--- config.mk ---
export PLATFORM = sky130hd
export DESIGN_NAME = vga_fb_scheduler
export DESIGN_NICKNAME = d
export VERILOG_FILES = /design/src/rtl/vga_fb_scheduler.sv
export SDC_FILE = /design/constraint.sdc
export NUM_CORES = 1
export LEC_CHECK = 0
export ABC_CLOCK_PERIOD_IN_PS = 3500
export BUFFER_PORTS_ARGS = -buffer_cell sky130_fd_sc_hd__buf_4
export CAP_MARGIN = 20
export CORE_MARGIN = 3
export CORE_UTILIZATION = 36
export DETAILED_ROUTE_END_ITERATION = 10
export PLACE_DENSITY = 0.56
export SLEW_MARGIN = 20
export SYNTH_ARGS = -nofsm -noshare
export SYNTH_HDL_FRONTEND = slang
export SYNTH_SLANG_ARGS = --single-unit
--- constraint.sdc ---
create_clock -name clk -period 3.5 [get_ports clk]
set_input_delay 0.175 -clock clk [delete_from_list [all_inputs] [get_ports clk]]
set_output_delay 0.175 -clock clk [all_outputs]
set_load 0.02 [all_outputs]
--- src/rtl/vga_fb_scheduler.sv ---
// Framebuffer RAM slot scheduler: scanout reads get the tick cycle, a 4-deep
// write FIFO drains in every other cycle (every cycle during blanking).
module vga_fb_scheduler #(
  parameter int H_ACT  = 640,
  parameter int V_ACT  = 480,
  parameter int DATA_W = 8,
  parameter int ADDR_W = 19
) (
  input  logic              clk,
  input  logic              rst,
  input  logic              pix_tick,
  input  logic [9:0]        x_pxl,
  input  logic [9:0]        y_pxl,
  input  logic              wr_valid,
  output logic              wr_ready,
  input  logic [9:0]        wr_x,
  input  logic [9:0]        wr_y,
  input  logic [DATA_W-1:0] wr_data,
  output logic [ADDR_W-1:0] mem_addr,
  output logic              mem_we,
  output logic [DATA_W-1:0] mem_wdata,
  input  logic [DATA_W-1:0] mem_rdata,
  output logic [DATA_W-1:0] pixel_out,
  output logic              pixel_valid,
  output logic [2:0]        fifo_level,
  output logic              wr_drop
);

  localparam logic [9:0]        H_LIM = 10'(H_ACT);
  localparam logic [9:0]        V_LIM = 10'(V_ACT);
  localparam logic [ADDR_W-1:0] H_MUL = ADDR_W'(H_ACT);

  function automatic logic [ADDR_W-1:0] pix_addr(input logic [9:0] x, input logic [9:0] y);
    return ADDR_W'(y) * H_MUL + ADDR_W'(x);
  endfunction

  logic scan_slot;
  logic wr_fire;
  logic wr_on;
  logic push;
  logic pop;

  // Writer handshake: a transfer happens in any cycle with wr_valid & wr_ready;
  // wr_valid may be held, wr_ready depends only on the registered FIFO level.
  assign wr_ready  = (fifo_level < 3'd4);
  assign scan_slot = pix_tick && (x_pxl < H_LIM) && (y_pxl < V_LIM);
  assign wr_fire   = wr_valid && wr_ready;
  assign wr_on     = (wr_x < H_LIM) && (wr_y < V_LIM);
  assign push      = wr_fire && wr_on;
  assign pop       = !scan_slot && (fifo_level != 3'd0);

  logic [ADDR_W-1:0] q_addr [4];
  logic [DATA_W-1:0] q_data [4];
  logic [1:0]        wptr;
  logic [1:0]        rptr;

  // Storage needs no reset: the pointers and level define what is live.
  always_ff @(posedge clk) begin
    if (push) begin
      q_addr[wptr] <= pix_addr(wr_x, wr_y);
      q_data[wptr] <= wr_data;
    end
  end

  always_ff @(posedge clk or negedge rst) begin
    if (!rst) begin
      wptr       <= 2'd0;
      rptr       <= 2'd0;
      fifo_level <= 3'd0;
      wr_drop    <= 1'b0;
    end else begin
      if (push) wptr <= wptr + 2'd1;
      if (pop)  rptr <= rptr + 2'd1;
      case ({push, pop})
        2'b10:   fifo_level <= fifo_level + 3'd1;
        2'b01:   fifo_level <= fifo_level - 3'd1;
        default: fifo_level <= fifo_level;
      endcase
      if (wr_fire && !wr_on) wr_drop <= 1'b1;
    end
  end

  // Scan always wins the port; the writer only ever takes non-scan cycles.
  always_ff @(posedge clk or negedge rst) begin
    if (!rst) begin
      mem_addr  <= '0;
      mem_we    <= 1'b0;
      mem_wdata <= '0;
    end else if (scan_slot) begin
      mem_addr <= pix_addr(x_pxl, y_pxl);
      mem_we   <= 1'b0;
    end else if (pop) begin
      mem_addr  <= q_addr[rptr];
      mem_wdata <= q_data[rptr];
      mem_we    <= 1'b1;
    end else begin
      mem_we <= 1'b0;
    end
  end

  logic s1_valid;
  logic s1_scan;
  logic s2_valid;
  logic s2_scan;

  // Two tag stages line the tick up with mem_rdata; blank ticks emit zero.
  always_ff @(posedge clk or negedge rst) begin
    if (!rst) begin
      s1_valid    <= 1'b0;
      s1_scan     <= 1'b0;
      s2_valid    <= 1'b0;
      s2_scan     <= 1'b0;
      pixel_out   <= '0;
      pixel_valid <= 1'b0;
    end else begin
      s1_valid    <= pix_tick;
      s1_scan     <= scan_slot;
      s2_valid    <= s1_valid;
      s2_scan     <= s1_scan;
      pixel_valid <= s2_valid;
      if (s2_valid) pixel_out <= s2_scan ? mem_rdata : '0;
    end
  end

endmodule

==> impl_metrics.ini, run 1 <==
[critical_path]
critPathBufInv = 5
crit_path_start_kind = input port
crit_chain = dlygate4sd3_1 -> buf_4 -> nand4b_1 -> clkinv_1 -> nor2_1 -> buf_4 -> ha_1 -> inv_1 -> fa_1 -> xor2_1 -> nor2_1 -> xnor2_1
critPathSlowestCell = dlygate4sd3_1
worstSetupEndpointType = register
critPathKind = in -> reg
critPathMaxFanout = 12
path_delay_family = buffers and inverters
arrival_ns = 2.73
crit_required_ns = 3.83
slowest_delay_ns = 0.53

[cells_and_area]
stdcell_count = 919
nFillCells = 1727
drive_gt1_share_pct = 29.7
post-route-util_pct = 47.7
nets = 749
diodes = 0
design_area_um2 = 9480
area_growth_pct = 27.6

[floorplanning]
die_w_um = 150
coreArea_um2 = 19800
chipHeight_um = 150
start_util_pct = 37.4
dieArea_um2 = 22400
rows = 51
ios = 102

[synthesis]
syn_area_per_cell_um2 = 14.9
synth_xor_area_share_pct = 3.66
synth_compound_area_share_pct = 6.96
synth-simple-area-share_pct = 6.20
synthTopCellsByArea = edfxtp_1, dfrtp_1, mux4_2
ys_types = 55
synthTopCellsByCount = edfxtp_1, dfrtp_1, ha_1
syn-num-nets = 605
synth_ff_type = edfxtp_1
synth_edf_count = 108
ys_ff_latch = 157
synth_top_cell_by_area = edfxtp_1
syn_area_um2 = 7420
netlist_instances = 497
synth_fa_ha_area_share_pct = 8.60
yosysMostFrequentCell = edfxtp_1
synth_seq_area_share_pct = 60.2
synth_mux_area_share_pct = 12.2
yosys_warnings = 0
synth_top_family_by_area = multiplexers
synth_top_area_share_pct = 43.7
async_flop_share_pct = 31.2

[grt]
grt_pass1_vias = 4583
grt_usage_pct = 14.0
antenna_found_initial = 0
gr-total-overflow = 0
grt_start_max_net_pins = 50
grt_pass1_wl_mm = 24.2

[placement]
placedCellCount = 858
place_ws_ns = 0.674
port_buffers = 101
place_hpwl_mm = 10.3
globalplace.congestion = 0.804
dpl_cell_area_um2 = 8530

[timing]
fin_crit_ns = 2.40
setup_viol = 0
rsz0062_at_grt = false
timing.final.ws_setup_ns = 1.10
tightest_slew_ns = 0.956
whs_ns = 0.0320
fmaxAchievable_ghz = 0.417
drv_slew = 0
final.setup_skew_ns = 0.00940
setup_tns_ns = 0
slew_headroom_pct = 36.2
final_hold_viol_count = 0
fin_crit_sh_pct = 68.5

[cts]
cts_tree = built
ctsResizeCount = 0
ctsRootBufferMaster = clkbuf_16
clk_pin_slew_ns = 0.06
cts_setup_buffers = 0
cts_buffer_depth = 2
cts_hold_buf = 29
cts_max_level = 4
cts_sinks = 157
numCtsBuffers = 17
clock_latency_ns = 0.42

[min_path]
hp-class = in -> reg

[pwr]
ir_drop_mv = 0.264
p_leak_nw = 3.68
power_density_nw_per_um2 = 701
report.power.total_mw = 6.64

[job]
drv_cap = 0

[drt]
post-route-drc-count = 0
viasPerCell = 4.87
via_count = 4478
wl_per_cell_um = 16.4
wirelength_mm = 15.1
ant_nets = 0
firstDrtPassIters = 4
dr.first_iter.drc_count = 172

[run_status]
outcome = finished, final reports clean
[final timing paths]
| kind | from | endpoint | slack, ns | cells past startpoint |
|---|---|---|---|---|
| max in group asynchronous | rst | rptr[0]$_DFFE_PN0P_ | 2.67 | 2 |
| setup reg to reg | fifo_level[2]$_DFFE_PN0P_ | fifo_level[1]$_DFFE_PN0P_ | 1.23 | 8 |
| hold reg to reg | s1_scan$_DFF_PN0_ | s2_scan$_DFF_PN0_ | 0.35 | 0 |
| setup / recovery | pix_tick | fifo_level[2]$_DFFE_PN0P_ | 1.10 | 12 |
| hold / removal | mem_rdata[1] | pixel_out[1]$_DFFE_PN0P_ | 0.03 | 3 |
| min in group asynchronous | rst | mem_wdata[6]$_DFFE_PN0P_ | 0.34 | 2 |
[state kept, by name, summed over array words and instances, names as in the netlist]
name / count
q_data: 32
wptr: 2
mem_addr: 19
s1_valid: 1
wr_drop: 1
fifo_level: 3
q_addr: 76
mem_we: 1
s1_scan: 1
mem_wdata: 8
s2_scan: 1
s2_valid: 1
pixel_valid: 1
rptr: 2
pixel_out: 8
[per-layer routing]
metal	vias to the layer above	part of all wire [%]	GRT usage (%)
li1	2176	-	-
met1	2209	47	19.2
met2	82	48	22.7
met3	11	3.9	2.97
met4	0	1.1	4.44
met5	-	0	0
[tightest hold or removal path, cell delays in order]
cell	delay, ns
buf_4	0.08
nand3_1	0.07
o21ai_0	0.08
[where the power goes]
group	total (mW)	switching (mW)	internal, mW
Clock	2.02	0.737	1.28
Sequential	2.58	0.276	2.31
Combinational	2.04	1.01	1.04
Total	6.64	2.02	4.62
[final cells by class]
type	count	area [µm²]	share of cell area, %
Clock buffer	17	425	4.49
Clock inverter	15	234	2.47
Inverter	27	101	1.07
Multi-Input combinational cell	299	2800	29.5
Sequential cell	157	4470	47.2
Tap cell	265	332	3.50
Timing Repair Buffer	139	1120	11.8
[cells by family after synthesis]
family / Yosys count
DFF: 157
and+or+nand+nor: 84
AOI/OAI and AO/OA: 81
muxes: 55
adders and majority gates: 48
buffers and inverters: 41
xor gates and xnor gates: 31
[layout by cell type, fill, tap and decap left out, types with 17 or more instances in the layout]
| cell type | count |
|---|---|
| mux4_2 | 27 |
| xnor2_1 | 21 |
| clkbuf_16 | 17 |
| buf_4 | 110 |
| inv_1 | 26 |
| dfrtp_1 | 48 |
| o21ai_0 | 29 |
| nor2_1 | 19 |
| dlygate4sd3_1 | 29 |
| ha_1 | 43 |
| edfxtp_1 | 108 |
| a21oi_1 | 19 |
| nand2_1 | 20 |
Note: power is estimated with default switching activity, not from simulation.
==> run 2: changes to the inputs <==
Settings changed: ABC_AREA from default to 1, ABC_CLOCK_PERIOD_IN_PS 3500 to 2200, PLACE_DENSITY 0.56 to 0.58.
Clock period 3.5 ns to 2.2 ns, I/O delays scaled along.
==> impl_metrics.ini, run 2 <==
[cells_and_area]
final_common_cell = buf_4
post-route-util_pct = 48.2
largest_reg_flops = 76
nets = 976
area_growth_pct = 30.3
diodes = 0
reg_top3 = q_addr: 76 flops, q_data: 32 flops, mem_addr: 19 flops
top_register = q_addr
drive_gt1_share_pct = 20.9
mostFrequentLayoutCells = buf_4, edfxtp_1, nor2_1

[drt]
wl_per_cell_um = 14.4
viasPerCell = 4.73
ant_nets = 0
firstDrtPassIters = 5
dr.first_iter.drc_count = 290
via_count = 5444
wirelength_mm = 16.6
post-route-drc-count = 0

[pwr]
pwr-share-seq_pct = 36.8
p_leak_nw = 4.09
power.internal_mw = 7.04
ir_drop_mv = 0.783
switchingPower_mw = 3.75
p_comb_share_pct = 36.3
clock_power_share_pct = 26.9
switching_share_pct = 34.7
power_density_nw_per_um2 = 1100

[cts]
cts_tree = built
clock_latency_ns = 0.42
cts_buffer_depth = 2
ctsRootBufferMaster = clkbuf_16
numCtsBuffers = 17
clk_pin_slew_ns = 0.06
cts_max_level = 4
cts_sinks = 157
cts_setup_buffers = 0

[critical_path]
path_delay_family = adder cells
critPathMostFrequentCell = inv_1
worstSetupEndpointType = register
critPathSlowestCell = dfrtp_1
critPathKind = reg -> reg
critPathBufInv = 3
slowest_delay_ns = 0.44
crit_required_ns = 2.53
critPathMaxFanout = 4
crit_chain = nor3_4 -> inv_1 -> nand2_1 -> inv_1 -> ha_1 -> inv_1 -> fa_1 -> o21ai_0
crit_path_start_kind = register
arrival_ns = 2.37

[synthesis]
ys_ff_latch = 157
yosys_warnings = 0
synth_ff_type = edfxtp_1
synth_top_area_share_pct = 43.1
synthTopCellsByCount = nor2_1, edfxtp_1, nand2_1
synth_edf_count = 108
async_flop_share_pct = 31.2
synth_seq_area_share_pct = 59.3
syn-num-nets = 810
ys_types = 37
netlist_instances = 702
synth_top_cell_by_area = edfxtp_1
syn_area_um2 = 7530
yosysMostFrequentCell = nor2_1
synthTopCellsByArea = edfxtp_1, dfrtp_1, ha_1
syn_area_per_cell_um2 = 10.7

[floorplanning]
dieArea_um2 = 22700
rows = 52
die_w_um = 151
chipHeight_um = 151
coreArea_um2 = 20400
start_util_pct = 37.0
ios = 102

[min_path]
hp-class = in -> reg

[job]
drv_cap = 0

[timing]
slew_headroom_pct = 54.6
setup_tns_ns = 0
drv_slew = 0
final_hold_viol_count = 0
fmaxAchievable_ghz = 0.490
tightest_slew_ns = 0.681
rsz0062_at_grt = false
fin_crit_ns = 2.04
fin_crit_sh_pct = 92.8
final.setup_skew_ns = 0.00653
timing.final.ws_setup_ns = 0.158
setup_viol = 0
whs_ns = 0.0981

[grt]
grt_start_max_net_pins = 56
grt_pass1_wl_mm = 26.8
grt_usage_pct = 15.2
gr-total-overflow = 0
grt_pass1_vias = 5308
antenna_found_initial = 0

[run_status]
outcome = finished, final reports clean

[placement]
place_ws_ns = -0.187
globalplace.congestion = 0.796
port_buffers = 101
place_hpwl_mm = 11.0
-- run 2: cell count changes after synthesis, sizes merged, moves of 15 or more --
cell	previous run	this run
mux4	27	0
mux2i	15	0
o21ai	30	73
nor2	19	112
nand2	20	79
inv	26	57
nand3	12	46
-- run 2: cell type report --
cell class / instances / area (µm²)
fill: 1901 / 10600
sequential: 157 / 4470
multi-input combinational: 460 / 2750
timing repair buffer: 173 / 1440
clock buffer: 20 / 447
tap: 270 / 338
inverter: 59 / 221
clock inverter: 12 / 143
-- run 2: repair_timing --
action                                  CTS  global route
endpoints found under the setup margin    0             1
hold buffers                             33             0
endpoints found under the hold margin   126             0
resized for setup                         0             1
-- run 2: path summary, 6_finish.rpt --
check | startpoint | end | slack, ns | cells past startpoint
min in group asynchronous | rst | pixel_out[6]$_DFFE_PN0P_ | 0.29 | 2
min | x_pxl[7] | mem_addr[7]$_DFFE_PN0P_ | 0.1 | 4
max in group asynchronous | rst | mem_addr[11]$_DFFE_PN0P_ | 1.45 | 2
max | fifo_level[0]$_DFFE_PN0P_ | fifo_level[1]$_DFFE_PN0P_ | 0.16 | 8
min reg2reg | s1_scan$_DFF_PN0_ | s2_scan$_DFF_PN0_ | 0.35 | 0
max reg2reg | fifo_level[0]$_DFFE_PN0P_ | fifo_level[1]$_DFFE_PN0P_ | 0.16 | 8
-- run 2: metrics by stage --
| stage | area, µm² | total power [mW] | std cells |
|---|---|---|---|
| global route | 9810 | 11.5 | 1151 |
| detailed placement | 8890 | 7.92 | 1086 |
| floorplan | 7530 | 6.37 | 702 |
| global placement | 8890 | 7.88 | 1086 |
| finish | 9810 | 10.8 | 1151 |
| CTS | 9810 | 10.9 | 1151 |
-- run 2: tightest hold or removal path, cell delays in order --
cell,delay [ns]
buf_4,0.08
ha_1,0.13
o211ai_1,0.09
nand2_1,0.06
-- run 2: logic make-up after synthesis --
group	synth area share (%)
adder cells (fa/ha/maj)	8.47
AO/OA/AOI/OAI	9.98
flip-flops	59.3
buffers and inverters	4.34
XOR/XNOR	3.34
AND/OR/NAND/NOR	14.5
-- run 2: layer usage --
| metal | part of all wire (%) | vias up | global-route usage, % |
|---|---|---|---|
| met4 | 0.96 | 0 | 4.53 |
| met5 | 0 | - | 0 |
| met3 | 4.6 | 11 | 3.16 |
| met1 | 48 | 2542 | 21.1 |
| met2 | 47 | 111 | 24.2 |
| li1 | - | 2780 | - |
-- run 2: power by group through the flow --
stage | combinational [mW] | sequential (mW) | clock, mW
3_3_place_gp | 3.86 | 4.02 | 0
2_1_floorplan | 2.06 | 4.31 | 0
4_1_cts | 3.97 | 3.96 | 2.97
6_report | 3.92 | 3.97 | 2.90
5_1_grt | 4.41 | 4.02 | 3.09
3_5_place_dp | 3.91 | 4.02 | 0
==> run 3: changes to the inputs <==
Settings changed: ABC_AREA 1 to 0, CAP_MARGIN 20 to default, CORE_UTILIZATION 36 to 35, PLACE_DENSITY 0.58 to 0.57.
==> impl_metrics.ini, run 3 (same netlist as run 1, synthesis figures left out) <==
[run_status]
outcome = finished, final reports clean

[grt]
grt_pass1_vias = 4852
grt_start_max_net_pins = 50
gr-total-overflow = 0
grt_pass1_wl_mm = 24.9
grt_usage_pct = 14.2
antenna_found_initial = 0

[pwr]
power_density_nw_per_um2 = 1040
ir_drop_mv = 0.498
report.power.total_mw = 10.3
p_leak_nw = 3.91

[critical_path]
slowest_delay_ns = 0.33
path_delay_family = compound AO/OA/AOI/OAI gates
rr_startpoint = fifo_level[2]$_DFFE_PN0P_
crit_path_start_kind = input port
cp.depth = 9
critPathMostFrequentCell = ha_1
crit_chain = buf_4 -> ha_1 -> ha_1 -> a211o_1 -> a211oi_2 -> o21ai_1 -> and3_4 -> or2_1 -> xnor2_1
ff2ff_setup_slack_ns = 0.20
endpoint = q_addr[0][17]$_DFFE_PP_
critPathMaxFanout = 4
critPathKind = in -> reg
crit_path_start = wr_y[3]
worstSetupEndpointType = register
critPathBufInv = 1
r2r_cells = 8
r2r_end = fifo_level[1]$_DFFE_PN0P_
arrival_ns = 2.23
critPathSlowestCell = a211o_1
crit_required_ns = 2.41

[min_path]
hp-class = in -> reg

[timing]
final.setup_skew_ns = 0.00875
drv_slew = 0
whs_ns = 0.0170
timing.final.ws_setup_ns = 0.182
fin_crit_ns = 2.02
final_hold_viol_count = 0
fin_crit_sh_pct = 91.7
rsz0062_at_grt = false
tightest_slew_ns = 0.684
setup_tns_ns = 0
fmaxAchievable_ghz = 0.496
setup_viol = 0
slew_headroom_pct = 54.4

[floorplanning]
start_util_pct = 36.1
die_w_um = 152
coreArea_um2 = 20600
chipHeight_um = 152
dieArea_um2 = 23000
rows = 52
ios = 102

[placement]
place_ws_ns = -0.251
globalplace.congestion = 0.777
place_hpwl_mm = 11.3
placedCellCount = 908
port_buffers = 101
dpl_cell_area_um2 = 9010

[cts]
numCtsBuffers = 17
cts_sinks = 157
clock_latency_ns = 0.42
cts_tree = built
clk_pin_slew_ns = 0.06
ctsRootBufferMaster = clkbuf_16
cts_buffer_depth = 2
cts_max_level = 4

[cells_and_area]
reg_top3 = q_addr: 76 flops, q_data: 32 flops, mem_addr: 19 flops
post-route-util_pct = 48.0
largest_reg_flops = 76
design_area_um2 = 9880
mostFrequentLayoutCells = buf_4, edfxtp_1, dfrtp_1
area_growth_pct = 33.1
stdcell_count = 973
final_common_cell = buf_4
top_register = q_addr
drive_gt1_share_pct = 36.1
diodes = 0
nets = 798

[drt]
dr.first_iter.drc_count = 211
via_count = 4665
firstDrtPassIters = 4
wirelength_mm = 15.7
viasPerCell = 4.79
ant_nets = 0
post-route-drc-count = 0
wl_per_cell_um = 16.1

[job]
drv_cap = 0
-- run 3: repair_timing --
action | CTS | global route
resized for setup | 0 | 2
setup buffers | 0 | 0
hold buffers | 33 | 0
endpoints found under the hold margin | 126 | 0
setup endpoints to repair | 0 | 1
-- run 3: worst min-delay path: cells and delay by family --
kind                   cells  cell delay [ns]
AND/OR/NAND/NOR            1             0.05
AO/OA/AOI/OAI              1             0.14
buffers and inverters      1             0.11
-- run 3: worst min-delay path by stage --
| stage | to | slack (ns) | startpoint | depth (start not counted) |
|---|---|---|---|---|
| finish | wr_drop$_DFFE_PN0P_ | 0.02 | wr_y[9] | 3 |
| global route | wr_drop$_DFFE_PN0P_ | 0.03 | wr_y[9] | 3 |
| CTS | wr_drop$_DFFE_PN0P_ | 0.002 | wr_y[9] | 3 |
| detailed placement | mem_wdata[2]$_DFFE_PN0P_ | 0.21 | rst | 1 |
| global placement | mem_wdata[2]$_DFFE_PN0P_ | 0.20 | rst | 1 |
| floorplan | fifo_level[0]$_DFFE_PN0P_ | -0.19 | rst | 0 |
-- run 3: area by class of cell --
cell class	instances	area [µm²]
fill	1816	10700
tap	270	338
sequential	157	4470
inverter	27	101
timing repair buffer	188	1560
clock inverter	14	109
clock buffer	18	429
multi-input combinational	299	2870
-- run 3: layer usage --
layer / vias to the layer above / share of wire (%) / GRT usage, %
met1: 2280 / 46 / 18.7
met2: 87 / 48 / 23.5
li1: 2283 / - / -
met4: 0 / 1.6 / 4.85
met3: 15 / 3.8 / 2.77
met5: - / 0 / 0
-- run 3: where the power goes --
part / internal, mW / switching (mW)
logic: 1.85 / 1.80
clock network: 1.46 / 1.19
registers: 3.67 / 0.317
